## src/rtl/mac_engine_if.sv

```systemverilog
// Bus between the matrix-multiply control/status block and mac_engine:
// operand load, entry stream in, regfile write port and status out.
interface mac_engine_if #(
  parameter int DW = 8,
  parameter int AW = 2*DW+1
);
  logic            start;
  logic [4*DW-1:0] a_flat;
  logic [4*DW-1:0] b_flat;
  logic            multiply;
  logic [3:0]      entry_in;
  logic            wr_en;
  logic [1:0]      wr_addr;
  logic [AW-1:0]   wr_data;
  logic            busy;
  logic            done;
  logic            err;
  logic [1:0]      state_dbg;

  // Entry handshake: entry_in is consumed on every rising clk edge where
  // multiply=1; there is no back-pressure, so the sender owns the pacing.
  modport master (
    output start, a_flat, b_flat, multiply, entry_in,
    input  wr_en, wr_addr, wr_data, busy, done, err, state_dbg
  );
  modport slave (
    input  start, a_flat, b_flat, multiply, entry_in,
    output wr_en, wr_addr, wr_data, busy, done, err, state_dbg
  );
endinterface

```

## src/rtl/mac_engine.sv

```systemverilog
// 2x2 matrix-multiply MAC: decodes entry indices into (i,j,k), multiplies,
// accumulates over k and writes C[i][j]. MAC_SIGNED_EN selects signed operands.
module mac_engine #(
  parameter int DW = 8,
  parameter int AW = 2*DW+1
) (
  input logic        clk,
  input logic        reset,
  mac_engine_if.slave bus
);

  typedef enum logic [1:0] {S_IDLE, S_RUN, S_DRAIN, S_DONE} state_t;

  state_t          state, state_nxt;
  logic [4*DW-1:0] a_q, b_q;
  logic [2:0]      exp_cnt;
  logic            accept, reject;
  logic            s1_vld;
  logic [AW-1:0]   s1_p;
  logic [2:0]      s1_tag;
  logic [AW-1:0]   acc;
  logic            wr_en_q;
  logic [1:0]      wr_addr_q;
  logic [AW-1:0]   wr_data_q;
  logic            err_q;
  logic [1:0]      a_idx, b_idx;
  logic [DW-1:0]   op_a, op_b;
  logic [AW-1:0]   prod;

  // A[i][k] lives at slot {i,k}, B[k][j] at slot {k,j}.
  always_comb begin
    a_idx = {bus.entry_in[2], bus.entry_in[0]};
    b_idx = {bus.entry_in[0], bus.entry_in[1]};
    op_a  = a_q[int'(a_idx)*DW +: DW];
    op_b  = b_q[int'(b_idx)*DW +: DW];
  end

`ifdef MAC_SIGNED_EN
  logic signed [2*DW-1:0] prod_raw;
  assign prod_raw = $signed(op_a) * $signed(op_b);
  assign prod     = {{(AW-2*DW){prod_raw[2*DW-1]}}, prod_raw};
`else
  logic [2*DW-1:0] prod_raw;
  assign prod_raw = op_a * op_b;
  assign prod     = {{(AW-2*DW){1'b0}}, prod_raw};
`endif

  always_ff @(posedge clk or negedge reset) begin
    if (!reset) state <= S_IDLE;
    else        state <= state_nxt;
  end

  always_comb begin
    state_nxt = state;
    accept    = 1'b0;
    reject    = 1'b0;
    case (state)
      S_IDLE: if (bus.start) state_nxt = S_RUN;
      S_RUN: begin
        if (bus.multiply) begin
          if (!bus.entry_in[3] && bus.entry_in[2:0] == exp_cnt) begin
            accept = 1'b1;
            if (exp_cnt == 3'd7) state_nxt = S_DRAIN;
          end else begin
            reject    = 1'b1;
            state_nxt = S_DRAIN;
          end
        end
      end
      // Both the product stage and the write stage must be empty.
      S_DRAIN: if (!s1_vld && !wr_en_q) state_nxt = err_q ? S_IDLE : S_DONE;
      S_DONE:  state_nxt = S_IDLE;
      default: state_nxt = S_IDLE;
    endcase
  end

  always_ff @(posedge clk or negedge reset) begin
    if (!reset) begin
      a_q       <= '0;
      b_q       <= '0;
      exp_cnt   <= '0;
      err_q     <= 1'b0;
      s1_vld    <= 1'b0;
      s1_p      <= '0;
      s1_tag    <= '0;
      acc       <= '0;
      wr_en_q   <= 1'b0;
      wr_addr_q <= '0;
      wr_data_q <= '0;
    end else begin
      if (state == S_IDLE && bus.start) begin
        a_q     <= bus.a_flat;
        b_q     <= bus.b_flat;
        err_q   <= 1'b0;
        exp_cnt <= '0;
      end
      if (reject) err_q <= 1'b1;
      // A pause in the entry stream means the status register restarted at 0.
      if (state == S_RUN) begin
        if (accept)             exp_cnt <= exp_cnt + 3'd1;
        else if (!bus.multiply) exp_cnt <= '0;
      end
      s1_vld <= accept;
      if (accept) begin
        s1_p   <= prod;
        s1_tag <= bus.entry_in[2:0];
      end
      wr_en_q <= 1'b0;
      if (s1_vld) begin
        if (!s1_tag[0]) begin
          acc <= s1_p;
        end else begin
          wr_en_q   <= 1'b1;
          wr_addr_q <= s1_tag[2:1];
          wr_data_q <= acc + s1_p;
        end
      end
    end
  end

  assign bus.wr_en     = wr_en_q;
  assign bus.wr_addr   = wr_addr_q;
  assign bus.wr_data   = wr_data_q;
  assign bus.err       = err_q;
  assign bus.busy      = (state == S_RUN) || (state == S_DRAIN);
  assign bus.done      = (state == S_DONE) && !err_q;
  assign bus.state_dbg = state;

endmodule

```

## src/flat_wrapper.sv

```systemverilog
// flat-port wrapper written by rule: the top's interface ports become plain ports
module mac_engine_flat 
#(
  parameter int DW = 8,
  parameter int AW = 2*DW+1
)
  (clk, reset, bus_start, bus_a_flat, bus_b_flat, bus_multiply, bus_entry_in, bus_wr_en, bus_wr_addr, bus_wr_data, bus_busy, bus_done, bus_err, bus_state_dbg);
  mac_engine_if #(.DW(DW), .AW(AW)) bus_i ();
  input logic clk;
  input logic reset;
  input wire logic [$bits(bus_i.start)-1:0] bus_start;
  input wire logic [$bits(bus_i.a_flat)-1:0] bus_a_flat;
  input wire logic [$bits(bus_i.b_flat)-1:0] bus_b_flat;
  input wire logic [$bits(bus_i.multiply)-1:0] bus_multiply;
  input wire logic [$bits(bus_i.entry_in)-1:0] bus_entry_in;
  output wire logic [$bits(bus_i.wr_en)-1:0] bus_wr_en;
  output wire logic [$bits(bus_i.wr_addr)-1:0] bus_wr_addr;
  output wire logic [$bits(bus_i.wr_data)-1:0] bus_wr_data;
  output wire logic [$bits(bus_i.busy)-1:0] bus_busy;
  output wire logic [$bits(bus_i.done)-1:0] bus_done;
  output wire logic [$bits(bus_i.err)-1:0] bus_err;
  output wire logic [$bits(bus_i.state_dbg)-1:0] bus_state_dbg;
  assign bus_i.start = bus_start;
  assign bus_i.a_flat = bus_a_flat;
  assign bus_i.b_flat = bus_b_flat;
  assign bus_i.multiply = bus_multiply;
  assign bus_i.entry_in = bus_entry_in;
  assign bus_wr_en = bus_i.wr_en;
  assign bus_wr_addr = bus_i.wr_addr;
  assign bus_wr_data = bus_i.wr_data;
  assign bus_busy = bus_i.busy;
  assign bus_done = bus_i.done;
  assign bus_err = bus_i.err;
  assign bus_state_dbg = bus_i.state_dbg;
  mac_engine #(.DW(DW), .AW(AW)) u_core (.clk(clk), .reset(reset), .bus(bus_i));
endmodule
```

## config.mk

```make
export PLATFORM = sky130hd
export DESIGN_NAME = mac_engine_flat
export DESIGN_NICKNAME = d
export VERILOG_FILES = /design/src/rtl/mac_engine_if.sv /design/src/rtl/mac_engine.sv /design/src/flat_wrapper.sv
export SDC_FILE = /design/constraint.sdc
export NUM_CORES = 1
export LEC_CHECK = 0
export CORE_MARGIN = 3
export CORE_UTILIZATION = 30
export DETAILED_ROUTE_END_ITERATION = 7
export PLACE_DENSITY = 0.53
export REMOVE_ABC_BUFFERS = 1
export SKIP_CTS_REPAIR_TIMING = 1
export SLEW_MARGIN = 20
export SYNTH_ARGS = -nofsm -noshare
export SYNTH_HDL_FRONTEND = slang
export SYNTH_SLANG_ARGS = --single-unit
```

## constraint.sdc

```tcl
create_clock -name clk -period 5.6 [get_ports clk]
set_input_delay 1.12 -clock clk [delete_from_list [all_inputs] [get_ports clk]]
set_output_delay 1.12 -clock clk [all_outputs]
set_load 0.02 [all_outputs]
```

==> results.tsv, run 1 <==
stage	metric	value	unit
synthesis	leading area contributor after synthesis	dfrtp_1	
floorplanning	die outline width	170	um
status	status	completed	
drt	DR WL/cell	13.7	um
grt	remaining global-route overflow	0	
synthesis	Synth Area in Compound Gates	0.0865	
final_layout	Layout Area Growth over Synthesis	31.2	%
timing	Final Hold Fails	0	
synthesis	Seq cells post-synth	126	
synthesis	Distinct cells, synth	54	
critical_path	CP dominant cell by count	fa_1	
synthesis	Synth area leaders	dfrtp_1 39%, mux2_2 12%, fa_1 9.2%	
final_layout	layout cells sized above 1	0.250	
synthesis	top_reg_cell synth	dfrtp_1	
place	Final HPWL DP	12.7	mm
timing	Slew Limit Fails	0	
timing	worst-margin pin slew	0.959	ns
timing	Fmax achieved	187	MHz
synthesis	post-synthesis simple-gate area fraction	0.104	
timing	RSZ-0062 raised after global routing	no	
synthesis	EDFF count, synth	0	
critical_path	Critical Path RT	5.90	ns
critical_path	Worst path slowest cell	mux4_2	
clock_network	CTS Root Cell	clkbuf_16	
critical_path	kind of critical path	in -> reg	
critical_path	r2r startpoint	u_core.b_q[30]$_DFFE_PN0P_	
timing	Period minus WS final	5.36	ns
final_layout	fillers	2518	
floorplanning	Initial Util	0.308	
synthesis	XOR/XNOR Fraction of Synth Area	0.0259	
synthesis	Adder-Cell Fraction of Synth Area	0.184	
critical_path	end of the worst register-to-register path	u_core.s1_p[12]$_DFFE_PN0P_	
floorplanning	row count	59	
critical_path	CP endpoint kind	flop	
synthesis	Post-synth top cells	126 x dfrtp_1, 84 x mux2_2, 64 x nand2_1, 63 x inv_1, 59 x ha_1	
floorplanning	Core Box Area	0.0262	mm^2
timing	worst setup margin	0.241	ns
timing	Tcrit/Tclk final	0.957	
grt	total track usage	0.121	
worst_hold_path	Hold Path End	u_core.bus.wr_data[4]$_DFFE_PN0P_	
critical_path	crit path DAT	5.66	ns
clock_network	total CTS buffers	17	
clock_network	Worst-path clk slew	0.06	ns
critical_path	flop-to-flop setup slack	0.91	ns
floorplanning	die footprint	0.0289	mm^2
critical_path	worst-path fanout max	6	
place	GPL Wtd Cong	0.765	
drt	drt drc	0	
synthesis	Synth Warn #	0	
grt	pin count of the biggest net entering global routing	52	
final_layout	Final Net Count	1028	
drt	DRT Pass-1 Iters	4	
synthesis	Yosys top cell area share	0.391	
place	PortBufs	96	
floorplanning	IO Count	97	
critical_path	cells along the critical path	clkbuf_2, clkbuf_16, mux4_2, buf_4, and2_1, fa_1, inv_1, fa_1, fa_1, fa_1, inv_1, ha_1, o21a_1, o31ai_2, a21oi_2, o21a_1, o21a_1, o31ai_1	
grt	initial antenna violation count	0	
synthesis	Async SR Flop Fraction	1.00	
place	Setup WS pre-CTS	-0.662	ns
synthesis	Seq/Total Area, Yosys	0.391	
grt	first-pass GRT wire length	28.8	mm
drt	final wirelength	16.5	mm
drt	Via Count	5421	
floorplanning	Die Y-Extent	170	um
clock_network	CTS sink cnt	126	
critical_path	Worst path top cell family by delay	adder cells	
synthesis	Post-Synthesis Cell Area	0.00806	mm^2
timing	Setup Viol. Count Final	0	
drt	drt via density	4.49	
synthesis	count leader, synth	dfrtp_1	
clock_network	Clk Latency, worst-skew pair	0.43	ns
timing	Worst slew margin	0.359	
synthesis	Synth Area per Inst	11.4	um^2
final_layout	fin util	0.403	
synthesis	largest family of logic cells by synthesized area	adder cells	
clock_network	CTS H-tree lvls	4	
worst_hold_path	min-delay src	u_core.bus.wr_data[4]$_DFFE_PN0P_	
timing	Clock Skew	0.0233	ns
worst_hold_path	Hold Path Class	reg -> reg	
synthesis	post-synthesis instance total	708	
clock_network	CTS tree	done	
final_layout	ant diodes	0	
drt	remaining antenna violation count	0	
synthesis	mux contribution to synthesized area	0.165	
critical_path	crit start category	primary input	
worst_hold_path	Hold Path Stages	1	
clock_network	Longest Clk Path Bufs	2	
grt	vias in the first global route	5781	
critical_path	worst r2r path cells	16	
critical_path	Worst Path Buf+Inv	5	
drt	Starting DRT DRC Count	188	
job	max cap viols	0	
critical_path	crit-path max cell delay	0.54	ns
-- worst register-to-register path, cell delays in order (launching register included) --
cell	delay (ns)
dfrtp_1	0.38
mux4_2	0.55
and2_4	0.20
fa_1	0.55
fa_1	0.44
fa_1	0.54
inv_1	0.05
fa_1	0.52
inv_1	0.06
ha_4	0.29
nand3_2	0.10
nor3_2	0.20
nor3_2	0.07
buf_4	0.14
a211oi_2	0.22
xnor2_1	0.14
o21ai_1	0.07
-- routing by layer --
layer / part of all wire / up-vias / global-route usage
li1: - / 2745 / -
met1: 0.50 / 2573 / 0.169
met2: 0.46 / 84 / 0.191
met3: 0.032 / 19 / 0.0274
met4: 0.017 / 0 / 0.0342
met5: 0 / - / 0
-- layout make-up --
type / count / area, um^2 / area share
Clock buffer: 19 / 443 / 0.0419
Clock inverter: 13 / 235 / 0.0222
Inverter: 65 / 244 / 0.0231
Multi-Input combinational cell: 497 / 4650 / 0.439
Sequential cell: 126 / 3150 / 0.298
Tap cell: 335 / 419 / 0.0396
Timing Repair Buffer: 153 / 1430 / 0.136
-- flip-flops by register name, indices dropped and copies added (netlist names) --
signal / count
u_core.a_q: 32
u_core.b_q: 32
u_core.bus.wr_data: 17
u_core.acc: 16
u_core.s1_p: 16
u_core.exp_cnt: 3
u_core.s1_tag: 3
u_core.bus.state_dbg: 2
u_core.bus.wr_addr: 2
u_core.bus.err: 1
u_core.bus.wr_en: 1
u_core.s1_vld: 1
-- logic make-up (layout without fill, tap and decap cells) --
group | after synthesis | in the layout
AOI/OAI and AO/OA | 112 | 112
xor gates and xnor gates | 23 | 23
adders and majority gates | 96 | 96
buffers and inverters | 85 | 250
DFF | 126 | 126
muxes | 102 | 102
and+or+nand+nor | 164 | 164
-- metrics by stage --
stage,hold WS [ns],instance area [um^2],setup TNS (ns),std cells
4_1_cts,0.486,10400,-0.960,1205
6_report,0.475,10600,0,1208
3_5_place_dp,0.473,9760,-4.37,1173
5_1_grt,0.507,10600,0,1208
3_3_place_gp,0.464,9760,-4.05,1173
2_1_floorplan,0.468,7950,0,688
-- placed cells by master (no fill, tap or decap), types with 6 or more instances in the layout --
cell	n
o21ai_1	18
fa_1	36
nand3_1	6
nor2b_1	6
nor2_1	15
a21oi_1	23
dfrtp_1	126
clkdlybuf4s50_1	92
buf_4	54
mux2_2	84
o21ai_0	20
inv_1	63
xor2_1	13
mux4_2	16
bufinv_16	6
clkbuf_16	18
and2_1	49
a21o_1	10
xnor2_1	9
nand2_1	63
ha_1	56
-- how the worst max path moves through the flow --
stage                               start                     endpoint  slack [ns]  cells after the start
final                     bus_entry_in[0]  u_core.s1_p[11]$_DFFE_PN0P_        0.24                     18
after global routing      bus_entry_in[0]  u_core.s1_p[12]$_DFFE_PN0P_        0.02                     18
after CTS                 bus_entry_in[0]  u_core.s1_p[12]$_DFFE_PN0P_       -0.23                     18
after detailed placement  bus_entry_in[0]  u_core.s1_p[12]$_DFFE_PN0P_       -0.66                     18
after global placement    bus_entry_in[0]  u_core.s1_p[12]$_DFFE_PN0P_       -0.59                     18
after floorplan           bus_entry_in[0]  u_core.s1_p[14]$_DFFE_PN0P_        0.30                     15
Power of run 1 is not shown: default switching activity piles up to over one toggle a cycle in this logic, so the estimate is an artifact.
==> run 2, diff against run 1 <==
--- a/config.mk
+++ b/config.mk
@@ -15,3 +15,4 @@
 export SYNTH_ARGS = -nofsm -noshare
 export SYNTH_HDL_FRONTEND = slang
 export SYNTH_SLANG_ARGS = --single-unit
+export TNS_END_PERCENT = 1
==> results of run 2 <==
Same layout as run 1: the final DEF is identical, and so are final timing and power.
Power of run 2 is left out for the same reason.
==> run 3, diff against run 2 <==
--- a/config.mk
+++ b/config.mk
@@ -5,13 +5,13 @@
 export SDC_FILE = /design/constraint.sdc
 export NUM_CORES = 1
 export LEC_CHECK = 0
+export CAP_MARGIN = 30
 export CORE_MARGIN = 3
 export CORE_UTILIZATION = 30
 export DETAILED_ROUTE_END_ITERATION = 7
 export PLACE_DENSITY = 0.53
 export REMOVE_ABC_BUFFERS = 1
 export SKIP_CTS_REPAIR_TIMING = 1
-export SLEW_MARGIN = 20
 export SYNTH_ARGS = -nofsm -noshare
 export SYNTH_HDL_FRONTEND = slang
 export SYNTH_SLANG_ARGS = --single-unit
==> run 3 against run 2 <==
Against the previous run:
- via count is 0.30% higher
- sequential cell count stayed put
- register-to-register slack hardly changed
- utilization is 0.076 points higher
- critical path type unchanged
==> results.tsv, run 3 (synthesized netlist as in run 1, its figures left out) <==
stage	metric	value	unit	change
timing	Worst Hold Margin	0.475	ns	+0.0000980 ns
floorplanning	die footprint	0.0289	mm^2	unchanged
clock_network	CTS H-tree lvls	4		unchanged
timing	Period minus WS final	5.36	ns	-0.000575 ns
drt	DR WL/cell	13.7	um	+0.33%
grt	vias in the first global route	5781		unchanged
clock_network	Worst-path clk slew	0.06	ns	about the same
place	placed cell count	1173		unchanged
timing	worst-margin pin slew	0.762	ns	-0.196 ns
floorplanning	row count	59		unchanged
worst_hold_path	Hold Path Class	reg -> reg		
drt	remaining antenna violation count	0		unchanged
final_layout	fillers	2518		unchanged
grt	first-pass GRT wire length	28.8	mm	unchanged
status	status	completed		
drt	Starting DRT DRC Count	179		-4.8%
drt	drt via density	4.50		+0.21%
timing	Setup Viol. Count Final	0		unchanged
final_layout	most common cell after layout, fill and taps aside	dfrtp_1		
grt	pin count of the biggest net entering global routing	52		unchanged
critical_path	kind of critical path	in -> reg		
floorplanning	Core Box Area	0.0262	mm^2	unchanged
floorplanning	IO Count	97		unchanged
critical_path	worst-path fanout max	6		unchanged
critical_path	crit start category	primary input		
timing	Clock Skew	0.0224	ns	-0.000912 ns
critical_path	CP endpoint kind	flop		
drt	DRT Pass-1 Iters	4		unchanged
critical_path	crit path DAT	5.66	ns	about the same
final_layout	ant diodes	0		unchanged
place	PortBufs	96		unchanged
timing	setup TNS	0	ns	unchanged
final_layout	Layout Area Growth over Synthesis	31.4	%	
grt	initial antenna violation count	0		unchanged
grt	remaining global-route overflow	0		unchanged
clock_network	CTS tree	done		
place	GPL Wtd Cong	0.765		unchanged
floorplanning	die outline width	170	um	unchanged
clock_network	Clk Latency, worst-skew pair	0.42	ns	about the same
timing	worst setup margin	0.241	ns	+0.000575 ns
clock_network	total CTS buffers	17		unchanged
timing	Tcrit/Tclk final	0.957		about the same
timing	RSZ-0062 raised after global routing	no		
drt	drt drc	0		unchanged
final_layout	Final Net Count	1029		+0.097%
timing	Worst slew margin	0.492		+0.133
final_layout	most frequent cells in the layout	126 x dfrtp_1, 92 x clkdlybuf4s50_1, 84 x mux2_2		
clock_network	CTS sink cnt	126		unchanged
drt	final wirelength	16.6	mm	+0.41%
critical_path	Critical Path RT	5.90	ns	about the same
timing	Fmax achieved	187	MHz	about the same
place	Final HPWL DP	12.7	mm	unchanged
final_layout	layout cells sized above 1	0.251		+0.000858
drt	Via Count	5437		+0.30%
grt	total track usage	0.121		unchanged
floorplanning	Initial Util	0.308		unchanged
job	max cap viols	0		unchanged
place	Setup WS pre-CTS	-0.662	ns	unchanged
timing	Final Hold Fails	0		unchanged
clock_network	Longest Clk Path Bufs	2		unchanged
timing	Slew Limit Fails	0		unchanged
floorplanning	Die Y-Extent	170	um	unchanged
clock_network	CTS Root Cell	clkbuf_16		
final_layout	Non-Filler Instances	1209		+0.083%
## run 3: critical path, cell delays in order
cell and delay [ns]:
clkbuf_2 0.17, clkbuf_16 0.18, mux4_2 0.54, buf_4 0.18, and2_1 0.17, fa_1 0.41
inv_1 0.09, fa_1 0.40, fa_1 0.47, fa_1 0.54, inv_1 0.04, ha_1 0.34
o21a_1 0.21, o31ai_2 0.08, a21oi_2 0.13, o21a_1 0.19, o21a_1 0.17, o31ai_1 0.22
## run 3: per-layer routing
layer  global-route usage  share of wire  vias up
li1                     -              -     2749
met1                0.169           0.49     2579
met2                0.191           0.46       90
met3               0.0274          0.033       19
met4               0.0342          0.016        0
met5                    0              0        -
## run 3: area by class of cell
| class | instances | area (um^2) | area share |
|---|---|---|---|
| tap | 335 | 419 | 0.0396 |
| timing repair buffer | 154 | 1450 | 0.137 |
| clock buffer | 19 | 443 | 0.0418 |
| clock inverter | 13 | 235 | 0.0222 |
| multi-input combinational | 497 | 4650 | 0.439 |
| inverter | 65 | 244 | 0.0230 |
| sequential | 126 | 3150 | 0.298 |
## run 3: final timing paths
kind	startpoint	end	slack, ns	depth (start not counted)
min in group asynchronous	reset	u_core.b_q[17]$_DFFE_PN0P_	0.61	1
setup / recovery	bus_entry_in[0]	u_core.s1_p[11]$_DFFE_PN0P_	0.24	18
hold / removal	u_core.bus.wr_data[4]$_DFFE_PN0P_	u_core.bus.wr_data[4]$_DFFE_PN0P_	0.48	1
hold reg to reg	u_core.bus.wr_data[4]$_DFFE_PN0P_	u_core.bus.wr_data[4]$_DFFE_PN0P_	0.48	1
setup reg to reg	u_core.b_q[30]$_DFFE_PN0P_	u_core.s1_p[12]$_DFFE_PN0P_	0.91	16
max in group asynchronous	reset	u_core.b_q[7]$_DFFE_PN0P_	3.99	2
## run 3: through the flow
| stage | utilization | cell area (um^2) |
|---|---|---|
| final | 0.404 | 10600 |
| after global routing | 0.404 | 10600 |
| after CTS | 0.398 | 10400 |
| after detailed placement | 0.373 | 9760 |
| after global placement | 0.373 | 9760 |
| after floorplan | - | 7950 |
Power of run 3 is left out for the same reason.
